**src/rtl/pump_sequencer.sv**
```systemverilog
// Pump sequencer: debounced criticality drives a fill/drain FSM for pumps A and B.
// Optional soft-start duty ramp is enabled by defining PUMP_SEQ_SOFT_RAMP_EN.
module pump_sequencer #(
   parameter int STATUS_W             = 4,
   parameter int PWM_W                = 8,
   parameter int PWM_MAX              = 230,
   parameter int PWM_MIN              = 77,
   parameter int CRIT_DEBOUNCE_CYCLES = 50_000,
   parameter int MIN_DWELL_CYCLES     = 250_000_000,
   parameter int FILL_TIMEOUT_CYCLES  = 1_500_000_000,
   parameter int RAMP_STEP_CYCLES     = 50_000
) (
   input  logic                clk,
   input  logic                reset,
   input  logic [STATUS_W-1:0] status_data,
   input  logic                level_a_full,
   input  logic                level_b_empty,
   input  logic                fault_clear,
   output logic [PWM_W-1:0]    pwm_duty_a,
   output logic [PWM_W-1:0]    pwm_duty_b,
   output logic                is_critical,
   output logic                fault,
   output logic [2:0]          state_o
);

   if (PWM_MIN < 0 || PWM_MIN > PWM_MAX || (PWM_MAX >> PWM_W) != 0 ||
       CRIT_DEBOUNCE_CYCLES < 1 || MIN_DWELL_CYCLES < 1 ||
       FILL_TIMEOUT_CYCLES < 1 || RAMP_STEP_CYCLES < 1) begin : g_param_check
      $error("pump_sequencer: illegal parameter combination");
   end

   localparam int CRIT_W  = $clog2(CRIT_DEBOUNCE_CYCLES + 1);
   localparam int DWELL_W = $clog2(MIN_DWELL_CYCLES + 1);
   localparam int FILL_W  = $clog2(FILL_TIMEOUT_CYCLES + 1);

   localparam logic [CRIT_W-1:0]  CRIT_LAST  = CRIT_W'(CRIT_DEBOUNCE_CYCLES - 1);
   localparam logic [DWELL_W-1:0] DWELL_MAX  = DWELL_W'(MIN_DWELL_CYCLES);
   localparam logic [DWELL_W-1:0] DWELL_LAST = DWELL_W'(MIN_DWELL_CYCLES - 1);
   localparam logic [FILL_W-1:0]  FILL_MAX   = FILL_W'(FILL_TIMEOUT_CYCLES);
   localparam logic [FILL_W-1:0]  FILL_LAST  = FILL_W'(FILL_TIMEOUT_CYCLES - 1);
   localparam logic [PWM_W-1:0]   DUTY_MAX   = PWM_W'(PWM_MAX);
   localparam logic [PWM_W-1:0]   DUTY_MIN   = PWM_W'(PWM_MIN);

   typedef enum logic [2:0] {
      ST_STOP      = 3'd0,
      ST_FILLING   = 3'd1,
      ST_DRAIN_MIN = 3'd2,
      ST_DRAIN_MAX = 3'd3,
      ST_STOPPING  = 3'd4,
      ST_FAULT     = 3'd5
   } state_e;

   state_e             state_q, state_d;
   logic               crit_q, crit_d;
   logic [CRIT_W-1:0]  crit_cnt_q, crit_cnt_d;
   logic [DWELL_W-1:0] dwell_cnt_q, dwell_cnt_d;
   logic [FILL_W-1:0]  fill_cnt_q, fill_cnt_d;
   logic [PWM_W-1:0]   target [2];
   logic [PWM_W-1:0]   pwm_q [2];
   logic [PWM_W-1:0]   pwm_d [2];
   logic               crit_raw;
   logic               dwell_done;
   logic               fill_done;

   assign crit_raw = |status_data;

   // A pending change only commits after CRIT_DEBOUNCE_CYCLES stable samples.
   always_comb begin
      crit_d     = crit_q;
      crit_cnt_d = '0;
      if (crit_raw != crit_q) begin
         if (crit_cnt_q >= CRIT_LAST) begin
            crit_d = crit_raw;
         end else begin
            crit_cnt_d = crit_cnt_q + 1'b1;
         end
      end
   end

   // Timers count only in their own state and saturate; the state lasts exactly the limit.
   always_comb begin
      dwell_cnt_d = '0;
      fill_cnt_d  = '0;
      if (state_q == ST_DRAIN_MIN) begin
         dwell_cnt_d = (dwell_cnt_q == DWELL_MAX) ? dwell_cnt_q : dwell_cnt_q + 1'b1;
      end
      if (state_q == ST_FILLING) begin
         fill_cnt_d = (fill_cnt_q == FILL_MAX) ? fill_cnt_q : fill_cnt_q + 1'b1;
      end
   end

   assign dwell_done = (dwell_cnt_q >= DWELL_LAST);
   assign fill_done  = (fill_cnt_q >= FILL_LAST);

   always_ff @(posedge clk or negedge reset) begin
      if (!reset) begin
         state_q <= ST_STOP;
      end else begin
         state_q <= state_d;
      end
   end

   always_comb begin
      state_d = state_q;
      case (state_q)
         ST_STOP: begin
            if (crit_q) state_d = ST_FILLING;
         end
         ST_FILLING: begin
            if (!crit_q)           state_d = ST_STOPPING;
            else if (!level_a_full) state_d = ST_DRAIN_MIN;
            else if (fill_done)     state_d = ST_FAULT;
         end
         ST_DRAIN_MIN: begin
            if (!crit_q)            state_d = ST_STOPPING;
            else if (level_b_empty) state_d = ST_FILLING;
            else if (dwell_done)    state_d = ST_DRAIN_MAX;
         end
         ST_DRAIN_MAX: begin
            if (!crit_q)            state_d = ST_STOPPING;
            else if (level_b_empty) state_d = ST_FILLING;
         end
         ST_STOPPING: begin
            if (level_b_empty) state_d = ST_STOP;
         end
         ST_FAULT: begin
            if (fault_clear) state_d = ST_STOP;
         end
         default: state_d = ST_STOP;
      endcase
   end

   always_comb begin
      target[0] = '0;
      target[1] = '0;
      case (state_q)
         ST_FILLING: begin
            target[0] = DUTY_MAX;
            target[1] = level_b_empty ? '0 : DUTY_MAX;
         end
         ST_DRAIN_MIN: target[1] = DUTY_MIN;
         ST_DRAIN_MAX: target[1] = DUTY_MAX;
         ST_STOPPING:  target[1] = level_b_empty ? '0 : DUTY_MAX;
         default: begin
            target[0] = '0;
            target[1] = '0;
         end
      endcase
   end

`ifdef PUMP_SEQ_SOFT_RAMP_EN
   localparam int RAMP_W = $clog2(RAMP_STEP_CYCLES + 1);
   localparam logic [RAMP_W-1:0] RAMP_LAST = RAMP_W'(RAMP_STEP_CYCLES - 1);

   logic [RAMP_W-1:0] ramp_cnt_q [2];
   logic [RAMP_W-1:0] ramp_cnt_d [2];

   // Rises step once immediately, then every RAMP_STEP_CYCLES; any drop aborts the ramp.
   always_comb begin
      for (int i = 0; i < 2; i++) begin
         pwm_d[i]      = pwm_q[i];
         ramp_cnt_d[i] = '0;
         if (target[i] < pwm_q[i]) begin
            pwm_d[i] = target[i];
         end else if (target[i] > pwm_q[i]) begin
            if (ramp_cnt_q[i] == '0) begin
               pwm_d[i]      = pwm_q[i] + 1'b1;
               ramp_cnt_d[i] = RAMP_LAST;
            end else begin
               ramp_cnt_d[i] = ramp_cnt_q[i] - 1'b1;
            end
         end
      end
   end

   always_ff @(posedge clk or negedge reset) begin
      if (!reset) begin
         for (int i = 0; i < 2; i++) ramp_cnt_q[i] <= '0;
      end else begin
         for (int i = 0; i < 2; i++) ramp_cnt_q[i] <= ramp_cnt_d[i];
      end
   end
`else
   always_comb begin
      for (int i = 0; i < 2; i++) pwm_d[i] = target[i];
   end
`endif

   always_ff @(posedge clk or negedge reset) begin
      if (!reset) begin
         crit_q      <= 1'b0;
         crit_cnt_q  <= '0;
         dwell_cnt_q <= '0;
         fill_cnt_q  <= '0;
         for (int i = 0; i < 2; i++) pwm_q[i] <= '0;
      end else begin
         crit_q      <= crit_d;
         crit_cnt_q  <= crit_cnt_d;
         dwell_cnt_q <= dwell_cnt_d;
         fill_cnt_q  <= fill_cnt_d;
         for (int i = 0; i < 2; i++) pwm_q[i] <= pwm_d[i];
      end
   end

   assign pwm_duty_a  = pwm_q[0];
   assign pwm_duty_b  = pwm_q[1];
   assign is_critical = crit_q;
   assign fault       = (state_q == ST_FAULT);
   assign state_o     = state_q;

endmodule

```
**config.mk**
```make
export PLATFORM = sky130hd
export DESIGN_NAME = pump_sequencer
export DESIGN_NICKNAME = d
export VERILOG_FILES = /design/src/rtl/pump_sequencer.sv
export SDC_FILE = /design/constraint.sdc
export NUM_CORES = 1
export LEC_CHECK = 0
export BUFFER_PORTS_ARGS = -buffer_cell sky130_fd_sc_hd__clkbuf_2
export CAP_MARGIN = 30
export CORE_MARGIN = 2
export CORE_UTILIZATION = 40
export DETAILED_ROUTE_END_ITERATION = 16
export GPL_TIMING_DRIVEN = 0
export PLACE_DENSITY_LB_ADDON = 0.3
export SLEW_MARGIN = 20
export SYNTH_ARGS = -nofsm -noshare
export SYNTH_HDL_FRONTEND = slang
export SYNTH_SLANG_ARGS = --single-unit
export TNS_END_PERCENT = 5
```
**constraint.sdc**
```tcl
create_clock -name clk -period 6.2 [get_ports clk]
set_clock_uncertainty 0.1 [all_clocks]
set_input_delay 0.93 -clock clk [delete_from_list [all_inputs] [get_ports clk]]
set_output_delay 0.93 -clock clk [all_outputs]
set_load 0.01 [all_outputs]
```
### Yosys cells after proc, flatten, opt, wreduce, memory -nomap -nowiden

Cells that the tools add are included.

* multiplexer cells: 21
* bitwise operators: 0
* shift operators: 0
* divide/modulo/power cells: 0
* multiply operators: 0
* reduce and logical (&&, ||, !) cells: 5
* $lt $le $gt $ge: 3
* eq/ne operators: 16
* add/sub/neg operators: 3

Operator list (number)
* 2-to-1 mux 31 bit: 2
* 2-to-1 mux 28 bit: 2
* 2-to-1 mux 3 bit: 11
* 2-to-1 mux 16 bit: 2
* adder 31 x 1 -> 31 bit (second input constant): 1
* == test 31 bit (second input constant): 1
* greater-or-equal comparator 31 bit (second input constant): 1
* adder 28 x 1 -> 28 bit (second input constant): 1
* == test 28 bit (second input constant): 1
* greater-or-equal comparator 28 bit (second input constant): 1
* one-hot mux 8 bit (3 select lines): 1
* one-hot mux 3 bit (6 select lines): 1
* adder 16 x 1 -> 16 bit (second input constant): 1
* greater-or-equal comparator 16 bit (second input constant): 1
* 2-to-1 mux 8 bit: 2
* inequality test 2 bit (second input constant): 5
* inequality test 4 bit (second input constant): 2
* == test 3 x 2 -> 1 bit (second input constant): 2
* == test 3 bit (second input constant): 2
* AND reduction 6 bit: 1
* OR reduction 4 bit: 1
* == test 3 x 1 -> 1 bit (second input constant): 1
* logical NOT 3 bit: 1
* inequality test 3 bit (second input constant): 1
* other kinds (3): 3

* logic and storage cells: 55
* flip-flop bits (word level): 95
* bits in read-only memories: 0
* memories kept: 0
* memory bits (writable): 0
* bits in latches: 0

### Logic depth before layout (Yosys ltp)

Gate-level depths: netlist of run 1.

* depth in word-level cells: 5
* depth in mapped cells: 9
* depth with buffers taken out: 9

### Worst setup path after synthesis of run 1

No wires, ideal clock.

* path type: register -> register
* start point: reg fill_cnt_q[17]
* end point: reg state_q[0] (netlist: state_o[0])
* cell stages (with the launch flop): 7
* arrival: 2044 ps
* setup time: 125 ps
* slack: 3931 ps
* buffers on the path: 0
* required time: 5975 ps
* cells stage by stage: dfrtp_1 or4_4 nor4_4 o221a_1 nor3_1 a211o_2 mux2_4

* cells in the longest elaborated chain, start to end: 3

RTL lines
* start: declaration: RTL line 57 `logic [FILL_W-1:0] fill_cnt_q, fill_cnt_d;`
* start signal: assignment: RTL line 200 `fill_cnt_q <= fill_cnt_d;`
* greater-or-equal comparator 31 bit: RTL line 93 `assign fill_done = (fill_cnt_q >= FILL_LAST);`
* inequality test 4 bit (no line)
* AND reduction 6 bit (no line)
* end signal: assignment: RTL line 99 `state_q <= state_d;`
* end: declaration: RTL line 53 `state_e state_q, state_d;`

No other way between the ends.
A chain may end at the register's enable or synchronous reset.

### Worst setup path in the final report of run 1

Same ends and word-level chain as after synthesis.

==> summary.txt, run 1 <==
Timing
  • Tcrit/Tclk final: 0.395
  • Max_slew headroom: 0.511
  • Worst hold slack: 0.407 ns
  • Worst setup margin: 3.75 ns
  • Fin. max-slew vios: 0
  • Fmax: 0.409 GHz
  • Slew at the pin with the worst max-slew slack: 0.728 ns
  • Setup Viol. Count Final: 0
  • Setup tns final: 0 ns
  • RSZ-0062 raised after global routing: false
  • Tmin final: 2.45 ns
  • Hold violation count in the final report: 0

Placed design
  • IO buf count: 25
  • DP Worst Slack: 3.54 ns
  • GP Congestion: 0.802
  • Detailed Place HPWL: 5660 um

Layout
  • Diodes inserted: 0
  • Sequential cell area: 2080 um2
  • Layout Utilization: 0.456
  • Synthesis-to-layout area growth: 11.8%
  • Final net count: 520
  • Fillers: 1014
  • Multi-input logic area: 2140 um2
  • Layout cells sized above 1: 0.137

Synthesis
  • Syn Inst Count: 467
  • Number of synthesized register bits: 83
  • Post-synth EDFFs: 0
  • Synth cell types: 53
  • Ys flop type: dfrtp_1
  • Async SR Flop Fraction: 1.00
  • Yosys synthesis warning count: 0
  • Post-Syn Area per Cell: 9.39 um2
  • Post-Syn Area: 4390 um2
  • Seq/Total Area, Yosys: 0.474

GRT
  • Grt met1 use: 0.204
  • Vias in the first global route: 3104
  • Met3 usage: 0.0239
  • Initial antenna violation count: 0
  • Total track usage: 0.150
  • Met2 usage: 0.229
  • Top Usage Layer GRT: met2
  • Largest net degree at the start of global routing: 84
  • Global-route wire length before repair: 14200 um
  • Gr ovfl total: 0

Power and ir drop
  • Final Power: 0.00128 W
  • Peak supply drop: 0.150 mV
  • Pwr Density: 261 nW/um2
  • P_leak: 2.01 nW

Clock network
  • Post-CTS sizing: 0
  • # clock sinks: 83
  • CTS tree: done
  • Clk pin slew, worst setup/hold paths: 0.08 ns
  • CTS Hold Buffers Added: 0
  • Clk Latency, worst-skew pair: 0.36 ns
  • # H-tree levels: 3
  • Post-CTS Setup Bufs: 0
  • CTS Buf Count: 9
  • Worst-case clock buffer depth: 2
  • Root Buffer: clkbuf_8

Critical path
  • CP Buf/Inv Count: 0
  • Crit. End Element: flip-flop
  • Critical path startpoint category: flip-flop
  • Crit Path Max Fanout: 4
  • WP data required: 6.35 ns
  • Crit path cell chain: or4_4, nor4_4, o221a_1, nor3_1, a211o_2, mux2_4
  • Crit Path Category: flip-flop to flip-flop
  • Critical Path Max Stage Delay: 0.57 ns
  • CP Data Arrival Time: 2.60 ns
  • Critical path's slowest cell: or4_4
  • Critical path's top delay family: simple AND/OR/NAND/NOR gates

Route
  • Drt drc: 0
  • Via Count: 3310
  • DRT Pass-1 Iters: 6
  • Via density: 5.08
  • Final ANT Viol Nets: 0
  • WL/cell: 12.5 um
  • Drt total wl: 8150 um
  • Initial DRC Count: 144

Floorplanning
  • Row cnt: 38
  • Core ar.: 10700 um2
  • Total I/O pin count: 30
  • Chip width: 109 um
  • Die height: 109 um
  • Die footprint: 11800 um2
  • Initial core utilization: 0.408

Run
  • MaxCap Viol Count: 0

Run status
  • Status: complete, no violations

Min path
  • Hold WC Path Type: flip-flop to flip-flop
## synthesized netlist by cell type (all sizes together), types with 3 or more instances
library cell / count / area (um2)
inv: 14 / 52.6
or3: 10 / 63.8
nor3: 7 / 35.0
buf: 12 / 90.1
xor2: 38 / 333
and2: 4 / 25.0
and3: 10 / 62.6
nand2b: 4 / 25.0
nand2: 31 / 116
o21ai: 15 / 75.1
nor4: 10 / 103
ha: 5 / 62.6
nand3: 32 / 160
nand4: 18 / 113
xnor2: 24 / 210
a21oi: 14 / 70.1
clkbuf: 9 / 33.8
nor2: 88 / 330
mux2i: 4 / 40.0
and4: 3 / 27.5
dfrtp: 83 / 2080
## power breakdown
| group | total (W) | leakage (nW) | switching (W) | internal [W] |
|---|---|---|---|---|
| clock network | 0.000381 | 0.0977 | 0.000193 | 0.000189 |
| logic | 0.000300 | 0.769 | 0.000175 | 0.000124 |
| registers | 0.000597 | 1.14 | 0.0000290 | 0.000568 |
| total | 0.00128 | 2.01 | 0.000397 | 0.000881 |
## routing by layer
layer | up-vias | share of wire | wire length [um]
met5 | - | 0 | 0
met4 | 0 | 0.022 | 178
met3 | 11 | 0.034 | 275
met2 | 58 | 0.44 | 3590
met1 | 1573 | 0.50 | 4110
li1 | 1668 | - | -
## cell families after synthesis
family                   share of synthesized area
AO/OA/AOI/OAI                               0.0599
XOR/XNOR                                     0.124
adder cells (fa/ha/maj)                     0.0143
buffers and inverters                       0.0402
flip-flops                                   0.474
multiplexers                                0.0151
other                                     0.000855
AND/OR/NAND/NOR                              0.272
## area by class of cell
class,count,area share
plain buffers,21,0.0253
clock buffers,13,0.0365
clock inverters,3,0.00408
inverters,14,0.0107
multi-input cells,352,0.437
flip-flops and latches,83,0.423
well taps,140,0.0357
repair buffers,25,0.0273
## registers in the layout, indices dropped and copies added (netlist names)
name	flops
fill_cnt_q	31
dwell_cnt_q	28
crit_cnt_q	16
pwm_duty_b	3
state_o	3
is_critical	1
pwm_duty_a	1
## worst register-to-register path, delay by kind of cell (launching register included)
kind / cells / cell delay [ns]
DFF: 1 / 0.42
AOI/OAI and AO/OA: 2 / 0.58
and+or+nand+nor: 3 / 0.94
muxes: 1 / 0.30
## worst paths after layout
check                               start              end  slack, ns  cells after the start
setup / recovery           fill_cnt_q[17]       state_o[0]       3.75                      6
hold / removal             crit_cnt_q[15]   crit_cnt_q[15]       0.41                      2
setup reg to reg           fill_cnt_q[17]       state_o[0]       3.75                      6
hold reg to reg            crit_cnt_q[15]   crit_cnt_q[15]       0.41                      2
max in group asynchronous           reset   crit_cnt_q[13]       5.05                      1
min in group asynchronous           reset  dwell_cnt_q[17]       0.49                      1
## cell usage in the layout, fill, tap and decap left out, drive strengths merged, types with 10 or more instances in the layout
master	synthesis	layout
nor2	88	88
buf	12	12
and3	10	10
o21ai	15	15
or3	10	10
clkbuf	9	47
nand3	32	32
a21oi	14	14
xor2	38	38
xnor2	24	24
nor4	10	10
nand2	31	31
inv	14	14
dfrtp	83	83
nand4	18	18
## stage by stage
| stage | std cells | instance area [um2] |
|---|---|---|
| 3_3_place_gp | 635 | 4700 |
| 5_1_grt | 651 | 4900 |
| 2_1_floorplan | 470 | 4400 |
| 3_5_place_dp | 635 | 4710 |
| 6_report | 651 | 4900 |
| 4_1_cts | 651 | 4900 |
Note: power is estimated with default switching activity, not from simulation.
==> inputs of run 2 (changes only) <==
clock period = 2.4 ns   (was 6.2 ns; I/O delays follow)
==> run 2 against run 1 <==
Net effect: sequential share of layout area shrank 0.76 points; final cell count grew 0.77%; sequential cell count is the same; worst setup slack lost 3.7 ns; critical path type unchanged; critical endpoint unchanged; largest cell class unchanged.
==> summary.txt, run 2 (same netlist as run 1, synthesis figures left out) <==
Route
  • DRT Pass-1 Iters: 6
  • Initial DRC Count: 157
  • Drt drc: 0
  • WL/cell: 12.6 um
  • Via Count: 3343
  • Drt total wl: 8250 um
  • Final ANT Viol Nets: 0
  • Via density: 5.10

Power and ir drop
  • Sequential power share: 0.465
  • P_leak: 2.07 nW
  • Internal power: 0.00229 W
  • Pwr Density: 665 nW/um2
  • Peak supply drop: 0.387 mV
  • Combinational Power Share: 0.238
  • Final Power: 0.00332 W
  • Sw Share: 0.312
  • Clock Power Share: 0.297
  • Sw power: 0.00103 W

Floorplanning
  • Row cnt: 38
  • Total I/O pin count: 30
  • Die footprint: 11800 um2
  • Initial core utilization: 0.408
  • Chip width: 109 um
  • Core ar.: 10700 um2
  • Die height: 109 um

Clock network
  • Clk Latency, worst-skew pair: 0.36 ns
  • CTS Buf Count: 9
  • Worst-case clock buffer depth: 2
  • # clock sinks: 83
  • # H-tree levels: 3
  • Root Buffer: clkbuf_8
  • Clk pin slew, worst setup/hold paths: 0.09 ns
  • CTS tree: done

Layout
  • Layout Utilization: 0.465
  • Leading cell type in the layout, fill and taps excluded: nor2_1
  • Layout cells sized above 1: 0.157
  • Biggest register: fill_cnt_q
  • Final std cells w/o fill: 656
  • Final net count: 525
  • Most frequent cells in the layout: 88 x nor2_1, 83 x dfrtp_1, 38 x xor2_1, 32 x nand3_1, 30 x nand2_1
  • Max reg flops: 31
  • Diodes inserted: 0
  • Synthesis-to-layout area growth: 13.9%
  • Biggest regs: fill_cnt_q x31, dwell_cnt_q x28, crit_cnt_q x16

Run
  • MaxCap Viol Count: 0

Min path
  • Hold WC Path Type: input port to flip-flop

Timing
  • Fmax: 0.418 GHz
  • Worst hold slack: 0.150 ns
  • Fin. max-slew vios: 0
  • RSZ-0062 raised after global routing: true
  • Slew at the pin with the worst max-slew slack: 0.727 ns
  • Hold violation count in the final report: 0
  • Setup Viol. Count Final: 0
  • Tcrit/Tclk final: 0.997
  • Tmin final: 2.39 ns
  • Max_slew headroom: 0.511

Placed design
  • GP Congestion: 0.802
  • Detailed Place HPWL: 5660 um
  • DP Cell Count: 635
  • IO buf count: 25

Critical path
  • Critical path startpoint category: flip-flop
  • Crit. End Element: flip-flop
  • Crit path cell chain: nand4b_1, or4_1, o22ai_2, nor3_2, a211o_2, mux2_4
  • Crit Path Max Fanout: 5
  • Crit Path Category: flip-flop to flip-flop
  • Critical Path Max Stage Delay: 0.55 ns
  • CP Data Arrival Time: 2.54 ns
  • Critical path's slowest cell: or4_1
  • WP data required: 2.55 ns

GRT
  • Total track usage: 0.151
  • Largest net degree at the start of global routing: 84
  • Global-route wire length before repair: 14200 um
  • Vias in the first global route: 3131
  • Gr ovfl total: 0
  • Initial antenna violation count: 0

Run status
  • Status: complete, no violations
run 2: worst paths after layout:
kind	start	endpoint	slack [ns]	cells after the start
worst max-delay path	fill_cnt_q[29]	state_o[0]	0.008	6
worst min-delay path	level_b_empty	pwm_duty_b[5]	0.15	2
worst max register to register	fill_cnt_q[29]	state_o[0]	0.008	6
worst min register to register	crit_cnt_q[15]	crit_cnt_q[15]	0.41	2
max in group asynchronous	reset	fill_cnt_q[20]	1.23	2
min in group asynchronous	reset	dwell_cnt_q[17]	0.47	2
run 2: final cells by class:
| cell class | instances | area [um2] |
|---|---|---|
| fillers | 1010 | 5750 |
| multi-input cells | 352 | 2190 |
| flip-flops and latches | 83 | 2080 |
| clock buffers | 13 | 179 |
| well taps | 140 | 175 |
| repair buffers | 30 | 174 |
| plain buffers | 21 | 124 |
| inverters | 14 | 52.6 |
| clock inverters | 3 | 20.0 |
run 2: timing repair:
| item | 4_1_cts | 5_1_grt |
|---|---|---|
| gates resized for setup | 2 | 7 |
| hold buffers | 1 | 0 |
| buffers inserted | 4 | 0 |
| hold endpoints to repair | 83 | 0 |
| pin swaps | 2 | 1 |
| gates cloned | 0 | 0 |
| setup endpoints to repair | 1 | 17 |
run 2: per-layer routing:
layer	wire length, um	GRT usage	vias up
met4	178	0.0788	0
met1	4120	0.205	1599
met3	273	0.0239	11
met5	0	0	-
met2	3680	0.232	54
li1	-	-	1679
run 2: through the flow:
| step | setup slack, ns | cell area, um2 | TNS, ns |
|---|---|---|---|
| after floorplan | 0.131 | 4400 | 0 |
| after global placement | -0.0455 | 4700 | -1.92 |
| after detailed placement | -0.0473 | 4710 | -0.0473 |
| after CTS | -0.00237 | 4950 | -0.00237 |
| after global routing | -0.0938 | 4990 | -0.856 |
| final | 0.00766 | 4990 | 0 |
run 2: worst max-delay path, delay by kind of cell, from the launching register on:
kind,cells,cell delay (ns)
AOI/OAI and AO/OA,2,0.51
muxes,1,0.30
and+or+nand+nor,3,0.94
DFF,1,0.42
run 2: power by group through the flow:
stage | sequential, W | combinational [W] | clock (W)
floorplan | 0.00158 | 0.000506 | 0
global placement | 0.00157 | 0.000768 | 0
detailed placement | 0.00157 | 0.000781 | 0
CTS | 0.00154 | 0.000789 | 0.00102
global route | 0.00156 | 0.000887 | 0.00107
finish | 0.00154 | 0.000790 | 0.000987
